===== config.mk =====
export PLATFORM = sky130hd
export DESIGN_NAME = alu_cu
export DESIGN_NICKNAME = d
export VERILOG_FILES = /design/src/rtl/alu_cu_pkg.sv /design/src/rtl/alu_cu_decode.sv /design/src/rtl/alu_cu.sv
export SDC_FILE = /design/constraint.sdc
export NUM_CORES = 1
export LEC_CHECK = 0
export CAP_MARGIN = 20
export CORE_MARGIN = 4
export CORE_UTILIZATION = 45
export CTS_CLUSTER_SIZE = 30
export DETAILED_ROUTE_END_ITERATION = 8
export PLACE_DENSITY = 0.8
export SKIP_CTS_REPAIR_TIMING = 1
export SYNTH_ARGS = -nofsm -noshare
export SYNTH_HDL_FRONTEND = slang
export SYNTH_SLANG_ARGS = --single-unit

===== constraint.sdc =====
create_clock -name clk -period 0.85 [get_ports clk]
set_clock_uncertainty 0.1 [all_clocks]
set_input_delay 0.1275 -clock clk [delete_from_list [all_inputs] [get_ports clk]]
set_output_delay 0.1275 -clock clk [all_outputs]
set_load 0.01 [all_outputs]

===== src/rtl/alu_cu_pkg.sv =====
// alu_cu_pkg -- shared encodings for the ALU control unit.
//   alu_op class encodings, {funct7[5], funct3} operation codes, and the
//   internal operation enum passed from the decoder to the datapath.
package alu_cu_pkg;

  // Main-decoder op class
  localparam logic [1:0] ALUOP_ADD   = 2'b00;  // load/store address
  localparam logic [1:0] ALUOP_SUB   = 2'b01;  // branch compare
  localparam logic [1:0] ALUOP_FUNCT = 2'b10;  // decode funct field
  localparam logic [1:0] ALUOP_ILL   = 2'b11;

  // {funct7[5], funct3[2:0]}
  localparam logic [3:0] FN_ADD  = 4'b0000;
  localparam logic [3:0] FN_SUB  = 4'b1000;
  localparam logic [3:0] FN_AND  = 4'b0111;
  localparam logic [3:0] FN_OR   = 4'b0110;
  localparam logic [3:0] FN_XOR  = 4'b0100;
  localparam logic [3:0] FN_SLL  = 4'b0001;
  localparam logic [3:0] FN_SRL  = 4'b0101;
  localparam logic [3:0] FN_SRA  = 4'b1101;
  localparam logic [3:0] FN_SLT  = 4'b0010;
  localparam logic [3:0] FN_SLTU = 4'b0011;

  typedef enum logic [3:0] {
    OP_ADD,
    OP_SUB,
    OP_AND,
    OP_OR,
    OP_XOR,
    OP_SLL,
    OP_SRL,
    OP_SRA,
    OP_SLT,
    OP_SLTU
  } alu_oper_e;

endpackage


===== src/rtl/alu_cu_decode.sv =====
// alu_cu_decode -- combinational alu_op/funct decoder.
//   Ports: alu_op [1:0] op class, funct [3:0] operation field,
//          op (alu_oper_e) selected operation, illegal unsupported combination.
//   Build option: ALU_CU_SHIFT_EN enables sll/srl/sra; without it those
//   funct codes decode as illegal.
module alu_cu_decode
  import alu_cu_pkg::*;
(
  input  logic [1:0] alu_op,
  input  logic [3:0] funct,
  output alu_oper_e  op,
  output logic       illegal
);

  always_comb begin
    op      = OP_ADD;
    illegal = 1'b0;
    case (alu_op)
      ALUOP_ADD: op = OP_ADD;
      ALUOP_SUB: op = OP_SUB;
      ALUOP_FUNCT: begin
        case (funct)
          FN_ADD:  op = OP_ADD;
          FN_SUB:  op = OP_SUB;
          FN_AND:  op = OP_AND;
          FN_OR:   op = OP_OR;
          FN_XOR:  op = OP_XOR;
          FN_SLT:  op = OP_SLT;
          FN_SLTU: op = OP_SLTU;
`ifdef ALU_CU_SHIFT_EN
          FN_SLL:  op = OP_SLL;
          FN_SRL:  op = OP_SRL;
          FN_SRA:  op = OP_SRA;
`endif
          default: illegal = 1'b1;
        endcase
      end
      default: illegal = 1'b1;
    endcase
  end

endmodule


===== src/rtl/alu_cu.sv =====
// alu_cu -- ALU with integrated control decode, one-cycle registered output.
//   Ports: clk, rst_n (async, active-low), in_valid, a/b operands [WIDTH],
//          funct [3:0], alu_op [1:0];
//          out_valid, result [WIDTH], cout, zero, overflow, illegal.
//   Outputs load only on cycles with in_valid=1 and hold otherwise.
//   Build option: ALU_CU_SHIFT_EN enables the sll/srl/sra operations.
module alu_cu
  import alu_cu_pkg::*;
#(
  parameter int WIDTH = 64
) (
  input  logic             clk,
  input  logic             rst_n,
  input  logic             in_valid,
  input  logic [WIDTH-1:0] a,
  input  logic [WIDTH-1:0] b,
  input  logic [3:0]       funct,
  input  logic [1:0]       alu_op,
  output logic             out_valid,
  output logic [WIDTH-1:0] result,
  output logic             cout,
  output logic             zero,
  output logic             overflow,
  output logic             illegal
);

  alu_oper_e op;
  logic      ill_p0;

  alu_cu_decode u_decode (
    .alu_op  (alu_op),
    .funct   (funct),
    .op      (op),
    .illegal (ill_p0)
  );

  logic signed [WIDTH-1:0] a_s, b_s;
  logic        [WIDTH-1:0] b_op;
  logic        [WIDTH:0]   sum;
  logic                    is_sub;

  assign a_s    = a;
  assign b_s    = b;
  assign is_sub = (op == OP_SUB);
  // Subtract as a + ~b + 1 so one adder gives both carry and no-borrow.
  assign b_op   = is_sub ? ~b : b;
  assign sum    = {1'b0, a} + {1'b0, b_op} + {{WIDTH{1'b0}}, is_sub};

`ifdef ALU_CU_SHIFT_EN
  localparam int SHW = $clog2(WIDTH);
  logic [SHW-1:0] shamt;
  assign shamt = b[SHW-1:0];
`endif

  logic [WIDTH-1:0] res_p0;
  logic             cout_p0, ovf_p0, zero_p0;

  always_comb begin
    res_p0  = '0;
    cout_p0 = 1'b0;
    ovf_p0  = 1'b0;
    case (op)
      OP_ADD, OP_SUB: begin
        res_p0  = sum[WIDTH-1:0];
        cout_p0 = sum[WIDTH];
        // Same-sign effective operands producing a different-sign sum.
        ovf_p0  = (a[WIDTH-1] == b_op[WIDTH-1]) && (sum[WIDTH-1] != a[WIDTH-1]);
      end
      OP_AND:  res_p0 = a & b;
      OP_OR:   res_p0 = a | b;
      OP_XOR:  res_p0 = a ^ b;
      OP_SLT:  res_p0 = {{(WIDTH-1){1'b0}}, (a_s < b_s)};
      OP_SLTU: res_p0 = {{(WIDTH-1){1'b0}}, (a < b)};
`ifdef ALU_CU_SHIFT_EN
      OP_SLL:  res_p0 = a << shamt;
      OP_SRL:  res_p0 = a >> shamt;
      OP_SRA:  res_p0 = a_s >>> shamt;
`endif
      default: res_p0 = '0;
    endcase
    if (ill_p0) begin
      res_p0  = '0;
      cout_p0 = 1'b0;
      ovf_p0  = 1'b0;
    end
    zero_p0 = (res_p0 == '0);
  end

  // ---- stage p0 -> p1: output registers ----
  logic             vld_p1;
  logic [WIDTH-1:0] res_p1;
  logic             cout_p1, zero_p1, ovf_p1, ill_p1;

  always_ff @(posedge clk or negedge rst_n) begin
    if (!rst_n) begin
      vld_p1  <= 1'b0;
      res_p1  <= '0;
      cout_p1 <= 1'b0;
      zero_p1 <= 1'b0;
      ovf_p1  <= 1'b0;
      ill_p1  <= 1'b0;
    end else begin
      vld_p1 <= in_valid;
      if (in_valid) begin
        res_p1  <= res_p0;
        cout_p1 <= cout_p0;
        zero_p1 <= zero_p0;
        ovf_p1  <= ovf_p0;
        ill_p1  <= ill_p0;
      end
    end
  end

  assign out_valid = vld_p1;
  assign result    = res_p1;
  assign cout      = cout_p1;
  assign zero      = zero_p1;
  assign overflow  = ovf_p1;
  assign illegal   = ill_p1;

endmodule


# [Word-level counts from Yosys, hierarchy flattened]
# Index checks and enable logic that the tools add are counted.
[word_totals] reg_bits=69 word_cells=49 inputBits=137 out_inout_bits=69
[op_classes] n_reduce_logical=8 n_mux=11 n_eq_ne=16 bitwise_logic=4 order_cmp=2 add_sub_neg=2
[ops] operator="$pmux W64 S6" n=1
[ops] operator="$lt A64 B64 Y1" n=2
[ops] operator="$mux W64" n=2
[ops] operator="$add A64 B64 Y65" n=1
[ops] operator="$add A65 B1 Y65" n=1
[ops] operator="$and A64 B64 Y64" n=1
[ops] operator="$logic_not A64 Y1" n=1
[ops] operator="$not A64 Y64" n=1
[ops] operator="$or A64 B64 Y64" n=1
[ops] operator="$xor A64 B64 Y64" n=1
[ops] operator="$pmux W4 S6" n=1
[ops] operator="$eq A4 B2 Y1 const B" n=4
[ops] operator="$eq A4 B3 Y1 const B" n=4
[ops] operator="$eq A4 B4 Y1 const B" n=3
[ops] operator="$logic_not A4 Y1" n=2
[ops] operator="$pmux W4 S2" n=1
[ops] operator="$reduce_or A7 Y1" n=1
[ops] operator="$mux W1" n=5
[ops] operator="$eq A4 B1 Y1 const B" n=1
[ops] operator="$reduce_or A2 Y1" n=2
[ops] operator="$eq A2 B1 Y1 const B" n=1
[ops] operator="$eq A2 B2 Y1 const B" n=1
[ops] operator="$logic_not A2 Y1" n=1
[ops] operator="$pmux W1 S2" n=1
[ops] operator="3 further kinds" n=3

# [Depth between registers and ports, before layout]
[logic_depth] ltp_word=11 mapped_depth=23 mapped_depth_nobuf=20

# [Cells and area by module]
# A second synthesis with hierarchy kept.
[unflattened] hier_cells=1809 hier_area_um2=13375.3
[by_module_without_submodules] mod="alu_cu" area_each_um2=13223.9 seq_area_each_um2=1726.7 cells_each=1786 instances=1
[by_module_without_submodules] mod="alu_cu_decode" area_each_um2=151.4 seq_area_each_um2=0.0 cells_each=23 instances=1

# [Worst setup path before layout]
# OpenSTA, ideal clock, no wires.
[synth_timing] kind="input to register" startpoint="input port alu_op[0]" endpoint="register zero_p1 (netlist: zero)" arrival_time_ns=4.981 path_slack_ns=-4.327 path_buffers=3 stages=22 required_ns=0.654 cell_sequence="inv_1 > ha_1 > buf_6 > inv_1 > o221ai_1 > nor3b_1 > clkbuf_1 > clkbuf_1 > xnor2_1 > ha_1 > a21oi_1 > o221ai_2 > a221oi_4 > o32ai_1 > or3_1 > o21ai_1 > xor2_1 > o221ai_1 > a221o_1 > nor4_1 > nand4_1 > o32ai_2"
[synth_via] elab_chain_cells=9
[synth_lines] element="start, declared" line="alu_cu.sv:18" source="input logic [1:0] alu_op,"
[synth_lines] element="$eq A2 B2 Y1 / $eq A2 B1 Y1 (equally long branches)" line="alu_cu_decode.sv:18" source="case (alu_op)"
[synth_lines] element="$pmux W4 S2" line="alu_cu_decode.sv:18"
[synth_lines] element="$eq A4 B1 Y1" line="alu_cu.sv:44, alu_cu.sv:62"
[synth_lines] element="$mux W64" line="alu_cu.sv:46" source="assign b_op = is_sub ? ~b : b;"
[synth_lines] element="$add A64 B64 Y65" line="alu_cu.sv:47" source="assign sum = {1'b0, a} + {1'b0, b_op} + {{WIDTH{1'b0}}, is_sub};"
[synth_lines] element="$add A65 B1 Y65" line="alu_cu.sv:47"
[synth_lines] element="$pmux W64 S6" line="alu_cu.sv:62" source="case (op)"
[synth_lines] element="$mux W64 *" line="alu_cu.sv:81" source="if (ill_p0) begin"
[synth_lines] element="$logic_not A64 Y1 *" line="alu_cu.sv:86" source="zero_p0 = (res_p0 == '0);"
[synth_lines] element="end signal, assigned" line="alu_cu.sv:107" source="zero_p1 <= zero_p0;"
[synth_lines] element="end, declared" line="alu_cu.sv:92" source="logic cout_p1, zero_p1, ovf_p1, ill_p1;"
# Mark *: on every way between the ends. The rest lies on a longest branch, timed or not.
# A chain may end at the register's enable or synchronous reset.

# [Worst setup path after layout]
[layout_timing] startpoint="input port funct[2]" endpoint="register zero_p1 (netlist: zero)"
[layout_via] elab_chain_cells=10
[layout_lines] element="start, declared" line="alu_cu.sv:17" source="input logic [3:0] funct,"
[layout_lines] element="$eq A4 B2 Y1 (tied with other cells)" line="alu_cu_decode.sv:22" source="case (funct)"
[layout_lines] element="$pmux W4 S6" line="alu_cu_decode.sv:22"
[layout_lines] element="$pmux W4 S2" line="alu_cu_decode.sv:18"
[layout_lines] element="$eq A4 B1 Y1" line="alu_cu.sv:44, alu_cu.sv:62"
[layout_lines] element="$mux W64" line="alu_cu.sv:46"
[layout_lines] element="$add A64 B64 Y65" line="alu_cu.sv:47"
[layout_lines] element="$add A65 B1 Y65" line="alu_cu.sv:47"
[layout_lines] element="$pmux W64 S6" line="alu_cu.sv:62"
[layout_lines] element="$mux W64 *" line="alu_cu.sv:81"
[layout_lines] element="$logic_not A64 Y1 *" line="alu_cu.sv:86"
# Marks and branches as above.

==> results by group <==
Critical path
  • Reg2Reg Depth: 4
  • Reg-to-reg setup timing slack: -220 ps
  • Max incr delay on CP: 430 ps
  • Critical Path Fanout Max: 6
  • Startpoint types: input port
  • Critical Path Stages: 23
  • R2r startpoint: result[1]$_DFFE_PN0P_
  • Critical path arrival: 5590 ps
  • R2r endpoint: result[1]$_DFFE_PN0P_
  • CP Cell Sequence: dlymetal6s2s_1 -> xor2_1 -> a211oi_4 -> nor3b_4 -> buf_6 -> buf_12 -> clkbuf_16 -> xnor2_1 -> ha_1 -> a21oi_1 -> o21ai_1 -> a211oi_2 -> buf_4 -> nand3_1 -> o21ai_4 -> a21o_4 -> nand3_1 -> a211oi_2 -> buf_4 -> nand4_1 -> nor4_2 -> nand4_1 -> o32ai_2
  • Critical path startpoint: funct[2]
  • CP Class: in -> reg
  • Setup crit end: zero$_DFFE_PN0P_
  • Delay-heaviest family, CP: compound AO/OA/AOI/OAI gates
  • Required @ worst endpoint: approximately 1000 ps
  • Crit end category: flip-flop
  • Buf/Inv on CP: 6
  • Slowest cell on crit path: xor2_1

STA
  • Worst relative slew slack: 41.2%
  • Fmax: around 0.18 GHz
  • Sum Neg Setup Slack: -245,550 ps
  • Hold slack final: 111 ps
  • Final worst-path cycle share: 637%
  • Worst setup margin: -4560 ps
  • Setup-failing EPs final: 137
  • Min Clock Period, post-route: between 5000 and 6000 ps
  • Tightest Pin Transition: around 860 ps
  • Final hold vios: 0
  • RSZ-0062 raised after global routing: true
  • Max-slew violations: 0

Cells and area
  • Register area: 1730 um2
  • Layout Nets: roughly 3k
  • FILL cells: between 1k and 1.5k
  • Layout cell share with drive strength beyond 1: between 50% and 60%
  • Most frequent cells in the layout: buf_4 (744), ha_1 (200), dlymetal6s2s_1 (117), nand2_1 (113), nor2_1 (111)
  • Multi-input logic area: ~13,000 um2
  • Post-layout util: between 80% and 90%
  • Commonest non-fill, non-tap cell in the layout: buf_4
  • Syn-to-layout area delta: 92.4%

Place
  • Port Buffers: just over 200
  • Global placement routability congestion: roughly 1.0
  • DPL Wire Length: about 53 mm

Yosys
  • Post-synthesis sequential area ratio: 13.2%
  • Post-Syn Area: between 10,000 and 15,000 um2
  • Post-Syn Area per Cell: ~7.7 um2
  • FF+latch count, synth: ~70
  • Distinct cells, synth: about 90
  • Cell taking the most area after synthesis: ha_1
  • Synthesized instance count: between 1.5k and 2k
  • Yosys top cell area share: between 20 and 30%
  • Synth warn: 0
  • Asr flop ratio synth: 100%
  • Primary FF master, synth: dfrtp_1
  • Top cells by area, synth: ha_1 (26%), dfrtp_1 (13%), a21oi_1 (5.6%)
  • Post-synth EDFFs: 0
  • Post-Syn Nets: around 2.1k

Power
  • Power Density: roughly 1300 nW/um2
  • Pwr Total: ~0.034 W
  • Net Switching: ~0.016 W
  • Clk pwr share: around an eighth
  • Net Sw Frac: a little under half
  • Share of power burned in registers: 12.9%
  • Maximum VDD drop: 1120 uV
  • P_int: roughly 0.018 W
  • Logic pwr share: 74.8%
  • Static Leak: ~13 nW

Global routing
  • First-pass GRT wire length: 93.7 mm
  • Vias in the first global route: between 15k and 20k
  • Gr ovfl total: 0
  • Antenna violations before repair: 3
  • Largest net degree at the start of global routing: between 60 and 70
  • Overall routing resource usage: a little under two fifths

Floorplanning
  • Die Wd: ~180 um
  • Rows: 62
  • Core area: between 20,000 and 30,000 um2
  • Die area: around 32,000 um2
  • Die height: approximately 180 um
  • I/O Pins: 206
  • Initial core utilization: about 46%

CTS
  • CTS Sinks: 69
  • CTS Buf Count: 9
  • Latest clock arrival within the worst-skew pair: 360 ps
  • Root Buffer: clkbuf_16
  • Htree depth: 3
  • Worst-path clk slew: approximately 90 ps
  • CTS tree: done
  • Maximum buffer depth of the clock tree: 2

Detailed routing
  • DRT antenna net count: 0
  • Wire length on met1: just under 30 mm
  • DRT Pass-1 Iters: 9
  • DRT iter0 DRCs: 2,917
  • Highest metal used: met5
  • Metal2 WL: ~37 mm
  • Drc violations: 0
  • Via/cell ratio: ~6.6
  • Routed WL: ~85 mm
  • Vias post-DR: 20.1k
  • WL/cell: around 28 um
  • Met3 wire len: roughly 11 mm

Run status
  • Failing checks: negative setup slack
  • Status: complete, but fails checks

Hold path
  • Worst min path class: in -> reg
  • Hold path depth: 3

Flow run
  • Max-capacitance violation count: 0
[how the worst min path moves through the flow]
stage	startpoint	endpoint
after detailed placement	rst_n	result[12]$_DFFE_PN0P_
after global placement	rst_n	result[2]$_DFFE_PN0P_
after floorplan	rst_n	cout$_DFFE_PN0P_
after CTS	rst_n	result[56]$_DFFE_PN0P_
final	in_valid	result[33]$_DFFE_PN0P_
after global routing	in_valid	result[33]$_DFFE_PN0P_
[flip-flops by register name (all words and copies together), names as in the netlist]
| signal | cells |
|---|---|
| zero | 1 |
| illegal | 1 |
| overflow | 1 |
| result | 64 |
| cout | 1 |
| out_valid | 1 |
[logic make-up after synthesis]
family / after synthesis / synth area share (%)
fa+ha+maj: 273 / 26.1
compound gates: 550 / 28.2
xor+xnor: 103 / 6.88
simple gates: 464 / 17.2
flops: 69 / 13.2
mux: 14 / 1.14
buf+inv: 241 / 7.32
[cell usage after synthesis, drive strengths merged (4+ instances only)]
cell type and n:
ha 272, inv 166, a21oi 150, nand2 129
nor2 128, o21ai 107, xnor2 84, dfrtp 69
clkbuf 51, a22oi 35, nand4 35, nor3 35
a21o 33, a221oi 32, a31oi 30, nand3 29
buf 23, a211oi 20, o2bb2ai 19, xor2 19
nor4 17, o21a 16, and2 15, and3 14
nand2b 13, o211ai 13, nor2b 12, o31ai 11
o21bai 10, a2111oi 9, o2111ai 9, or3 9
mux2 8, o221ai 7, a41oi 6, mux2i 6
nand3b 6, nor3b 5, a211o 4, o22ai 4
o311ai 4, o41ai 4, or4 4
[worst reg2reg max path, delay by kind of cell (launching register included)]
family	cells	cell delay, ps
DFF	1	390
buffers and inverters	2	270
and+or+nand+nor	1	100
AOI/OAI and AO/OA	1	90
[routing by layer]
metal	vias up	GRT usage (%)
met5	-	0
met4	4	14.7
met3	694	4.34
met2	1882	65.0
met1	9373	49.0
li1	8134	-
[power groups by stage]
stage | logic [W] | registers, W | clock network [W]
detailed placement | 0.0191 | 0.00433 | 0
floorplan | 0.00797 | 0.00450 | 0
global route | 0.0262 | 0.00439 | 0.00421
global placement | 0.0188 | 0.00429 | 0
finish | 0.0254 | 0.00437 | 0.00421
CTS | 0.0192 | 0.00428 | 0.00404
[per-stage QoR]
| stage | instances | worst slack (ps) | instance area [um2] |
|---|---|---|---|
| 2_1_floorplan | 1714 | -3490 | 13600 |
| 3_3_place_gp | 2930 | -5030 | 21100 |
| 3_5_place_dp | 2930 | -5060 | 21100 |
| 4_1_cts | 2946 | -4740 | 21400 |
| 5_1_grt | 3057 | -4580 | 25200 |
| 6_report | 3057 | -4560 | 25200 |
[final cells by class]
type                    instances  share of cell area (%)
diodes                          1                 0.00992
clock inverters                 7                   0.253
inverters                     167                    2.62
clock buffers                   9                   0.893
flip-flops and latches         69                    6.85
well taps                     384                    1.90
multi-input cells            1404                    53.4
repair buffers               1016                    34.1
Power figures use the tool's default switching activity.
